`src/rtl/pipe_stage_skid.sv`:
```
// Registered pipe stage with one skid entry; in_ready/out_valid from state.
// Ports: clk, rst_n, flush, in_* (valid/ready word), out_* word, occupancy, stall_cnt.
module pipe_stage_skid #(
  parameter int DATA_W = 8,
  parameter int NLANE  = 2,
  parameter int TAG_W  = 4,
  parameter int RA_W   = 2,
  parameter int CNT_W  = 8
) (
  input  logic                    clk,
  input  logic                    rst_n,
  input  logic                    flush,
  input  logic                    in_valid,
  output logic                    in_ready,
  input  logic [NLANE*DATA_W-1:0] in_data,
  input  logic [TAG_W-1:0]        in_tag,
  input  logic [RA_W-1:0]         in_ra,
  input  logic [RA_W-1:0]         in_rb,
  output logic                    out_valid,
  input  logic                    out_ready,
  output logic [NLANE*DATA_W-1:0] out_data,
  output logic [TAG_W-1:0]        out_tag,
  output logic [RA_W-1:0]         out_ra,
  output logic [RA_W-1:0]         out_rb,
  output logic [1:0]              occupancy,
  output logic [CNT_W-1:0]        stall_cnt
);

  localparam int DW = NLANE * DATA_W;
  localparam int WW = DW + TAG_W + 2 * RA_W;

  typedef enum logic [1:0] {
    EMPTY = 2'd0,
    ONE   = 2'd1,
    FULL  = 2'd2
  } state_t;

  state_t        state;
  state_t        nxt;
  logic [WW-1:0] main_q;
  logic [WW-1:0] skid_q;
  logic [WW-1:0] in_word;
  logic          accept;
  logic          drain;
  logic          ld_main_in;
  logic          ld_main_sk;
  logic          ld_skid;

  assign in_word = {in_data, in_tag, in_ra, in_rb};

  assign in_ready  = (state != FULL);
  assign out_valid = (state != EMPTY);
  assign occupancy = state;

  assign accept = in_valid & in_ready;
  assign drain  = out_valid & out_ready;

  assign {out_data, out_tag, out_ra, out_rb} = main_q;

  always_comb begin
    nxt        = state;
    ld_main_in = 1'b0;
    ld_main_sk = 1'b0;
    ld_skid    = 1'b0;
    unique case (state)
      EMPTY: begin
        if (accept) begin
          nxt        = ONE;
          ld_main_in = 1'b1;
        end
      end
      ONE: begin
        unique case (1'b1)
          (accept && drain): begin
            nxt        = ONE;
            ld_main_in = 1'b1;
          end
          (accept && !drain): begin
            nxt     = FULL;
            ld_skid = 1'b1;
          end
          (!accept && drain): begin
            nxt = EMPTY;
          end
          default: nxt = ONE;
        endcase
      end
      FULL: begin
        if (drain) begin
          nxt        = ONE;
          ld_main_sk = 1'b1;
        end
      end
      default: nxt = EMPTY;
    endcase
    // Flush empties the stage but leaves register contents alone.
    if (flush) begin
      nxt        = EMPTY;
      ld_main_in = 1'b0;
      ld_main_sk = 1'b0;
      ld_skid    = 1'b0;
    end
  end

  always_ff @(posedge clk or negedge rst_n) begin
    if (!rst_n) state <= EMPTY;
    else        state <= nxt;
  end

  always_ff @(posedge clk or negedge rst_n) begin
    if (!rst_n) begin
      main_q <= '0;
      skid_q <= '0;
    end else begin
      if (ld_main_in)      main_q <= in_word;
      else if (ld_main_sk) main_q <= skid_q;
      if (ld_skid)         skid_q <= in_word;
    end
  end

  always_ff @(posedge clk or negedge rst_n) begin
    if (!rst_n) begin
      stall_cnt <= '0;
    end else if (out_valid && !out_ready
                 && (stall_cnt != {CNT_W{1'b1}})) begin
      stall_cnt <= stall_cnt + CNT_W'(1);
    end
  end

endmodule

```
`config.mk`:
```
export PLATFORM = sky130hd
export DESIGN_NAME = pipe_stage_skid
export DESIGN_NICKNAME = d
export VERILOG_FILES = /design/src/rtl/pipe_stage_skid.sv
export SDC_FILE = /design/constraint.sdc
export NUM_CORES = 1
export LEC_CHECK = 0
export CAP_MARGIN = 10
export CORE_MARGIN = 8
export CORE_UTILIZATION = 48
export CTS_BUF_LIST = sky130_fd_sc_hd__clkbuf_16
export DETAILED_ROUTE_END_ITERATION = 12
export PLACE_DENSITY = 0.83
export SYNTH_ARGS = -nofsm -noshare
export SYNTH_HDL_FRONTEND = slang
export SYNTH_SLANG_ARGS = --single-unit
export TNS_END_PERCENT = 50
```
`constraint.sdc`:
```
create_clock -name clk -period 2.42 [get_ports clk]
set_input_delay 0.484 -clock clk [delete_from_list [all_inputs] [get_ports clk]]
set_output_delay 0.484 -clock clk [all_outputs]
set_load 0.02 [all_outputs]
```
==> metrics.txt, run 1 <==
# TYPE chip_impl_metric gauge
chip_impl_info{name="status",value="complete, no violations"} 1
chip_impl_metric{name="timing.final.max_slew_violations",unit=""} 0
chip_impl_metric{name="post_route_ant_nets",unit=""} 0
chip_impl_info{name="r2r-start",value="occupancy[0]"} 1
chip_impl_metric{name="horiz_die_dim",unit="µm"} 88.5
chip_impl_metric{name="layoutNonFillerInstCount",unit=""} 332
chip_impl_metric{name="post_cts_hold_buffer_count",unit=""} 0
chip_impl_metric{name="grt_antenna_before_repair",unit=""} 0
chip_impl_metric{name="clock_tree.htree_level_count",unit=""} 3
chip_impl_metric{name="place.port_buffers",unit=""} 64
chip_impl_metric{name="post_synthesis_cell_count",unit=""} 186
chip_impl_metric{name="vias_per_cell",unit=""} 5.34
chip_impl_metric{name="floorplan.initialDensity",unit=""} 0.497
chip_impl_metric{name="fin_nets",unit=""} 288
chip_impl_metric{name="core",unit="mm²"} 0.00507
chip_impl_metric{name="max_slew.worst_pin.slew",unit="ps"} 678
chip_impl_metric{name="gp_congestion",unit=""} 0.805
chip_impl_metric{name="synth_area_per_cell",unit="µm²"} 13.6
chip_impl_metric{name="overflow",unit=""} 0
chip_impl_metric{name="drt_pass1_iterations",unit=""} 4
chip_impl_info{name="synth_common_cells",value="sky130_fd_sc_hd__dfrtp_1, sky130_fd_sc_hd__a22o_1, sky130_fd_sc_hd__a21o_1, sky130_fd_sc_hd__mux2_2, sky130_fd_sc_hd__nor2_1"} 1
chip_impl_metric{name="yosys_warnings",unit=""} 0
chip_impl_metric{name="number_of_antenna_diodes",unit=""} 0
chip_impl_metric{name="maximum_number_of_pins_on_one_net_before_global_route_repair",unit=""} 31
chip_impl_metric{name="clock_insertion_delay_worst_skew",unit="ps"} 320
chip_impl_metric{name="sum_of_negative_setup_slack",unit="ps"} 0
chip_impl_metric{name="synth-edff-count",unit=""} 0
chip_impl_info{name="worst_setup_path_end_kind",value="primary output"} 1
chip_impl_metric{name="grt_pass1_wl",unit="µm"} 9070
chip_impl_metric{name="cts_sinks",unit=""} 58
chip_impl_metric{name="longest_clk_path_bufs",unit=""} 2
chip_impl_metric{name="syn-num-nets",unit=""} 217
chip_impl_metric{name="power.leakage",unit="nW"} 1.63
chip_impl_metric{name="max-vdd-ir-drop",unit="mV"} 0.637
chip_impl_info{name="synth_top_area_cell",value="sky130_fd_sc_hd__dfrtp_1"} 1
chip_impl_metric{name="max_slew_margin",unit=""} 0.548
chip_impl_metric{name="floorplan.rows",unit=""} 26
chip_impl_metric{name="post-dp-hpwl",unit="µm"} 3870
chip_impl_metric{name="ys_ff_latch",unit=""} 58
chip_impl_metric{name="post_cts.repair.setup_buffers",unit=""} 0
chip_impl_metric{name="pin_count",unit=""} 65
chip_impl_info{name="synth.most_common_cell",value="sky130_fd_sc_hd__dfrtp_1"} 1
chip_impl_metric{name="post-place-cells",unit=""} 316
chip_impl_metric{name="wl",unit="µm"} 5610
chip_impl_metric{name="grt_usage",unit=""} 0.156
chip_impl_metric{name="num_vias",unit=""} 1772
chip_impl_metric{name="yosysTopAreaCellShare",unit=""} 0.576
chip_impl_metric{name="die_boundary_height",unit="µm"} 88.5
chip_impl_metric{name="syn-cell-area",unit="mm²"} 0.00252
chip_impl_info{name="worstSetupStartpointType",value="register"} 1
chip_impl_metric{name="drc",unit=""} 0
chip_impl_metric{name="cp_data_required_time",unit="ps"} 1940
chip_impl_metric{name="layout-area-overhead-vs-synth",unit="%"} 37.7
chip_impl_metric{name="total_clock_buffers_created_by_cts",unit=""} 9
chip_impl_metric{name="asyncSetResetFlopFracSynth",unit=""} 1.00
chip_impl_info{name="ys.flop_type",value="sky130_fd_sc_hd__dfrtp_1"} 1
chip_impl_metric{name="cts_resized",unit=""} 0
chip_impl_info{name="unrepaired_setup_endpoints_after_global_routing",value="no"} 1
chip_impl_metric{name="worst-path-max-fanout",unit=""} 7
chip_impl_metric{name="number_of_global_route_vias_before_repair",unit=""} 1857
chip_impl_info{name="tritoncts",value="built"} 1
chip_impl_metric{name="synth_cell_types",unit=""} 31
chip_impl_metric{name="power.total",unit="mW"} 3.30
chip_impl_metric{name="wire_length_per_cell_after_detailed_routing",unit="µm"} 16.9
chip_impl_metric{name="drt_iter0_drc",unit=""} 31
chip_impl_metric{name="hold_violations",unit=""} 0
chip_impl_metric{name="rrSetupSlack",unit="ps"} 510
chip_impl_metric{name="timing.fmax",unit="MHz"} 471
chip_impl_metric{name="layout_cell_share_with_drive_strength_beyond_1",unit=""} 0.168
chip_impl_info{name="root_buffer",value="sky130_fd_sc_hd__clkbuf_16"} 1
chip_impl_metric{name="post-route-period-util",unit=""} 0.877
chip_impl_metric{name="design.die.area",unit="mm²"} 0.00783
chip_impl_info{name="holdCritPathClass",value="input port to asynchronous set/reset pin"} 1
chip_impl_metric{name="final_period_minus_worst_setup_slack",unit="ps"} 2120
chip_impl_metric{name="clkTransAtPathRegs",unit="ps"} 50
chip_impl_metric{name="holdWs",unit="ps"} 201
chip_impl_metric{name="timing.max_cap.violations",unit=""} 0
chip_impl_info{name="worstSetupStartpoint",value="occupancy[1]"} 1
chip_impl_info{name="path_class",value="register to primary output"} 1
chip_impl_metric{name="worst-endpoint-arrival",unit="ps"} 1640
chip_impl_metric{name="final_worst_clock_skew",unit="ps"} 6.36
chip_impl_metric{name="timing.final.setup_violations",unit=""} 0
chip_impl_metric{name="p_per_area",unit="mW/mm²"} 951
chip_impl_info{name="synth_area_leaders",value="sky130_fd_sc_hd__dfrtp_1, sky130_fd_sc_hd__mux2_2, sky130_fd_sc_hd__a22o_1, sky130_fd_sc_hd__a21o_1, sky130_fd_sc_hd__buf_6"} 1
chip_impl_metric{name="synth.yosys.seq_area_share",unit=""} 0.576
[placed cells by master, fill, tap and decap left out, types with 2 or more instances in the layout]
master | netlist | final
sky130_fd_sc_hd__a21o_1 | 22 | 22
sky130_fd_sc_hd__a21o_2 | 2 | 2
sky130_fd_sc_hd__a21oi_1 | 4 | 4
sky130_fd_sc_hd__a22o_1 | 23 | 23
sky130_fd_sc_hd__a31oi_1 | 3 | 3
sky130_fd_sc_hd__and3_1 | 3 | 3
sky130_fd_sc_hd__buf_12 | 0 | 2
sky130_fd_sc_hd__buf_4 | 2 | 4
sky130_fd_sc_hd__clkbuf_16 | 0 | 9
sky130_fd_sc_hd__clkdlybuf4s50_1 | 0 | 63
sky130_fd_sc_hd__clkinv_1 | 0 | 3
sky130_fd_sc_hd__dfrtp_1 | 58 | 58
sky130_fd_sc_hd__ha_1 | 2 | 2
sky130_fd_sc_hd__inv_1 | 0 | 3
sky130_fd_sc_hd__mux2_1 | 5 | 5
sky130_fd_sc_hd__mux2_2 | 21 | 21
sky130_fd_sc_hd__nand2_1 | 3 | 3
sky130_fd_sc_hd__nand2b_1 | 2 | 2
sky130_fd_sc_hd__nand3_1 | 3 | 3
sky130_fd_sc_hd__nor2_1 | 8 | 8
sky130_fd_sc_hd__nor2b_1 | 2 | 2
sky130_fd_sc_hd__xnor2_1 | 3 | 3
[path summary, 6_finish.rpt]
check	cells past startpoint	to
max	2	out_valid
min	1	stall_cnt[6]
max reg2reg	6	skid_q[3]
min reg2reg	1	main_q[13]
max in group asynchronous	2	main_q[21]
min in group clk	1	main_q[13]
[critical path: stages (launching register included)]
cell	delay, ps
sky130_fd_sc_hd__dfrtp_1	490
sky130_fd_sc_hd__or2_1	200
sky130_fd_sc_hd__clkdlybuf4s50_1	620
[power by group]
| part | internal, mW | leakage, nW | total [mW] | switching [mW] |
|---|---|---|---|---|
| logic | 0.460 | 0.776 | 0.824 | 0.364 |
| clock network | 0.667 | 0.132 | 1.07 | 0.401 |
| registers | 1.23 | 0.719 | 1.41 | 0.175 |
[layout make-up]
type	instances	area, µm²
fill	393	1600
sequential	58	1450
multi-input combinational	118	971
timing repair buffer	70	706
clock buffer	9	225
tap	70	87.6
clock inverter	7	30.0
[metrics by stage]
stage	cell area (µm²)	util	setup slack [ps]
6_report	3470	0.684	298
5_1_grt	3470	0.684	237
4_1_cts	3470	0.684	298
3_5_place_dp	3220	0.634	98.2
3_3_place_gp	3220	0.634	179
2_1_floorplan	2520	-	379
[routing by layer]
metal,part of all wire,global-route usage,wire length (µm),vias up
met4,0.032,0.0983,178,0
met1,0.42,0.174,2360,870
met5,0,0,0,-
met2,0.49,0.251,2750,53
met3,0.057,0.0511,321,16
li1,-,-,-,833
[sequential cells by signal, indices dropped and copies added (netlist names)]
signal     flops
main_q        24
occupancy      2
skid_q        24
stall_cnt      8
[cell families (layout without fill, tap and decap cells)]
logic type                 after synthesis  count (layout)  share of synthesized area
adders and majority gates                2               2                    0.00992
DFF                                     58              58                      0.576
and+or+nand+nor                         28              28                     0.0660
AOI/OAI and AO/OA                       58              58                      0.179
muxes                                   27              27                      0.120
xor gates and xnor gates                 3               3                     0.0104
buffers and inverters                   10              86                     0.0392
Power figures use the tool's default switching activity.
==> inputs of run 2 (changes only) <==
--- a/config.mk
+++ b/config.mk
@@ -11,6 +11,7 @@
 export CTS_BUF_LIST = sky130_fd_sc_hd__clkbuf_16
 export DETAILED_ROUTE_END_ITERATION = 12
 export PLACE_DENSITY = 0.83
+export SETUP_SLACK_MARGIN = 0.5
 export SYNTH_ARGS = -nofsm -noshare
 export SYNTH_HDL_FRONTEND = slang
 export SYNTH_SLANG_ARGS = --single-unit
==> metrics.txt, run 2 (synthesized netlist as in run 1, its figures left out) <==
# TYPE chip_impl_metric gauge
chip_impl_info{name="status",value="complete, no violations"} 1
chip_impl_metric{name="finish.utilization",unit=""} 0.695
chip_impl_info{name="path_class",value="register to primary output"} 1
chip_impl_info{name="worst_setup_path_end_kind",value="primary output"} 1
chip_impl_metric{name="timing.max_cap.violations",unit=""} 0
chip_impl_info{name="crit_chain",value="clkdlybuf4s50_1"} 1
chip_impl_metric{name="timing.final.max_slew_violations",unit=""} 0
chip_impl_info{name="root_buffer",value="sky130_fd_sc_hd__clkbuf_16"} 1
chip_impl_metric{name="floorplan.initialDensity",unit=""} 0.497
chip_impl_info{name="critical_path.slowest_cell",value="sky130_fd_sc_hd__clkdlybuf4s50_1"} 1
chip_impl_metric{name="grt_usage",unit=""} 0.154
chip_impl_metric{name="number_of_global_route_vias_before_repair",unit=""} 1927
chip_impl_metric{name="sum_of_negative_setup_slack",unit="ps"} 0
chip_impl_metric{name="post-place-cells",unit=""} 318
chip_impl_metric{name="horiz_die_dim",unit="µm"} 88.5
chip_impl_metric{name="wire_length_per_cell_after_detailed_routing",unit="µm"} 16.4
chip_impl_metric{name="hold_violations",unit=""} 0
chip_impl_metric{name="overflow",unit=""} 0
chip_impl_metric{name="pin_count",unit=""} 65
chip_impl_metric{name="floorplan.rows",unit=""} 26
chip_impl_metric{name="clkTransAtPathRegs",unit="ps"} 50
chip_impl_metric{name="die_boundary_height",unit="µm"} 88.5
chip_impl_info{name="critPathTopFamily",value="buffers and inverters"} 1
chip_impl_metric{name="post-route-period-util",unit=""} 0.782
chip_impl_metric{name="critical_path.max_stage_delay",unit="ps"} 640
chip_impl_metric{name="max_slew.worst_pin.slew",unit="ps"} 559
chip_impl_info{name="mostFrequentLayoutCell",value="sky130_fd_sc_hd__clkdlybuf4s50_1"} 1
chip_impl_metric{name="rrSetupSlack",unit="ps"} 590
chip_impl_info{name="tritoncts",value="built"} 1
chip_impl_metric{name="critical_path_buf_inv_count",unit=""} 1
chip_impl_metric{name="max-vdd-ir-drop",unit="mV"} 0.592
chip_impl_metric{name="place.port_buffers",unit=""} 64
chip_impl_info{name="hp-start",value="main_q[17]"} 1
chip_impl_metric{name="number_of_antenna_diodes",unit=""} 0
chip_impl_metric{name="critical_path_cell_count",unit=""} 1
chip_impl_metric{name="cts_sinks",unit=""} 58
chip_impl_metric{name="dp_slack",unit="ps"} 203
chip_impl_info{name="whs_endpoint",value="main_q[17]"} 1
chip_impl_metric{name="holdWs",unit="ps"} 471
chip_impl_metric{name="post_route_ant_nets",unit=""} 0
chip_impl_metric{name="p_per_area",unit="mW/mm²"} 964
chip_impl_info{name="unrepaired_setup_endpoints_after_global_routing",value="yes"} 1
chip_impl_metric{name="worst-path-max-fanout",unit=""} 7
chip_impl_metric{name="final_critical_path_setup_slack",unit="ps"} 528
chip_impl_metric{name="design.die.area",unit="mm²"} 0.00783
chip_impl_metric{name="total_clock_buffers_created_by_cts",unit=""} 9
chip_impl_metric{name="core",unit="mm²"} 0.00507
chip_impl_metric{name="cp_data_required_time",unit="ps"} 1940
chip_impl_metric{name="longest_clk_path_bufs",unit=""} 2
chip_impl_metric{name="clock_tree.htree_level_count",unit=""} 3
chip_impl_metric{name="num_vias",unit=""} 1785
chip_impl_metric{name="worst-endpoint-arrival",unit="ps"} 1410
chip_impl_metric{name="grt_antenna_before_repair",unit=""} 0
chip_impl_metric{name="power.leakage",unit="nW"} 1.67
chip_impl_metric{name="vias_per_cell",unit=""} 5.31
chip_impl_metric{name="final_period_minus_worst_setup_slack",unit="ps"} 1890
chip_impl_metric{name="final_worst_clock_skew",unit="ps"} 5.35
chip_impl_metric{name="gp_congestion",unit=""} 0.820
chip_impl_metric{name="grt_pass1_wl",unit="µm"} 9110
chip_impl_info{name="r2r-start",value="occupancy[1]"} 1
chip_impl_metric{name="drc",unit=""} 0
chip_impl_info{name="holdCritPathClass",value="register to register"} 1
chip_impl_metric{name="clock_insertion_delay_worst_skew",unit="ps"} 320
chip_impl_metric{name="drt_iter0_drc",unit=""} 56
chip_impl_metric{name="drt_pass1_iterations",unit=""} 4
chip_impl_metric{name="layout_cell_share_with_drive_strength_beyond_1",unit=""} 0.192
chip_impl_metric{name="wl",unit="µm"} 5500
chip_impl_info{name="final_cell_mix",value="sky130_fd_sc_hd__clkdlybuf4s50_1, sky130_fd_sc_hd__dfrtp_1, sky130_fd_sc_hd__a22o_1"} 1
chip_impl_info{name="r2r_end",value="skid_q[8]"} 1
chip_impl_metric{name="layout-area-overhead-vs-synth",unit="%"} 39.9
chip_impl_metric{name="layoutNonFillerInstCount",unit=""} 336
chip_impl_info{name="biggestRegsByFlops",value="main_q (24), skid_q (24), stall_cnt (8)"} 1
chip_impl_metric{name="timing.fmax",unit="MHz"} 528
chip_impl_metric{name="hold_path_depth",unit=""} 1
chip_impl_metric{name="post-dp-hpwl",unit="µm"} 3800
chip_impl_metric{name="fin_nets",unit=""} 292
chip_impl_metric{name="worstRegToRegCells",unit=""} 6
chip_impl_metric{name="filler_cell_count_in_the_final_layout",unit=""} 383
chip_impl_metric{name="timing.final.setup_violations",unit=""} 0
chip_impl_metric{name="maximum_number_of_pins_on_one_net_before_global_route_repair",unit=""} 30
chip_impl_metric{name="max_slew_margin",unit=""} 0.627
chip_impl_info{name="worstSetupStartpointType",value="register"} 1
run 2: report_power, final:
part           switching (mW)  leakage (nW)  internal [mW]
registers               0.171         0.716           1.23
logic                   0.364         0.803          0.461
clock network           0.396         0.148          0.773
run 2: how the worst max path moves through the flow:
| stage | startpoint | end | slack [ps] |
|---|---|---|---|
| floorplan | occupancy[0] | skid_q[0] | 520 |
| global placement | out_ready | main_q[3] | 280 |
| detailed placement | out_ready | main_q[3] | 200 |
| CTS | occupancy[0] | in_ready | 390 |
| global route | occupancy[1] | occupancy[1] | 470 |
| finish | occupancy[1] | occupancy[1] | 530 |
run 2: area by class of cell:
cell class,count,area [µm²],share of cell area
timing repair buffer,73,722,0.205
sequential,58,1450,0.412
clock inverter,7,53.8,0.0153
multi-input combinational,119,985,0.279
tap,70,87.6,0.0248
clock buffer,9,225,0.0639
run 2: routing by layer:
metal	global-route usage	share of wire	routed length, µm
met1	0.179	0.43	2380
met2	0.249	0.50	2760
met3	0.0371	0.046	251
met4	0.0998	0.020	110
met5	0	0	0
run 2: repair_timing:
item	CTS	global route
hold endpoints to repair	3	0
pin swaps	0	1
resized for setup	1	2
setup buffers	0	0
hold buffers	1	0
cloned	0	1
endpoints found under the setup margin	2	26
run 2: per-stage QoR:
stage / power, mW / area, µm²
global route: 3.58 / 3530
finish: 3.40 / 3530
floorplan: 1.85 / 2530
global placement: 2.22 / 3230
CTS: 3.44 / 3520
detailed placement: 2.25 / 3230
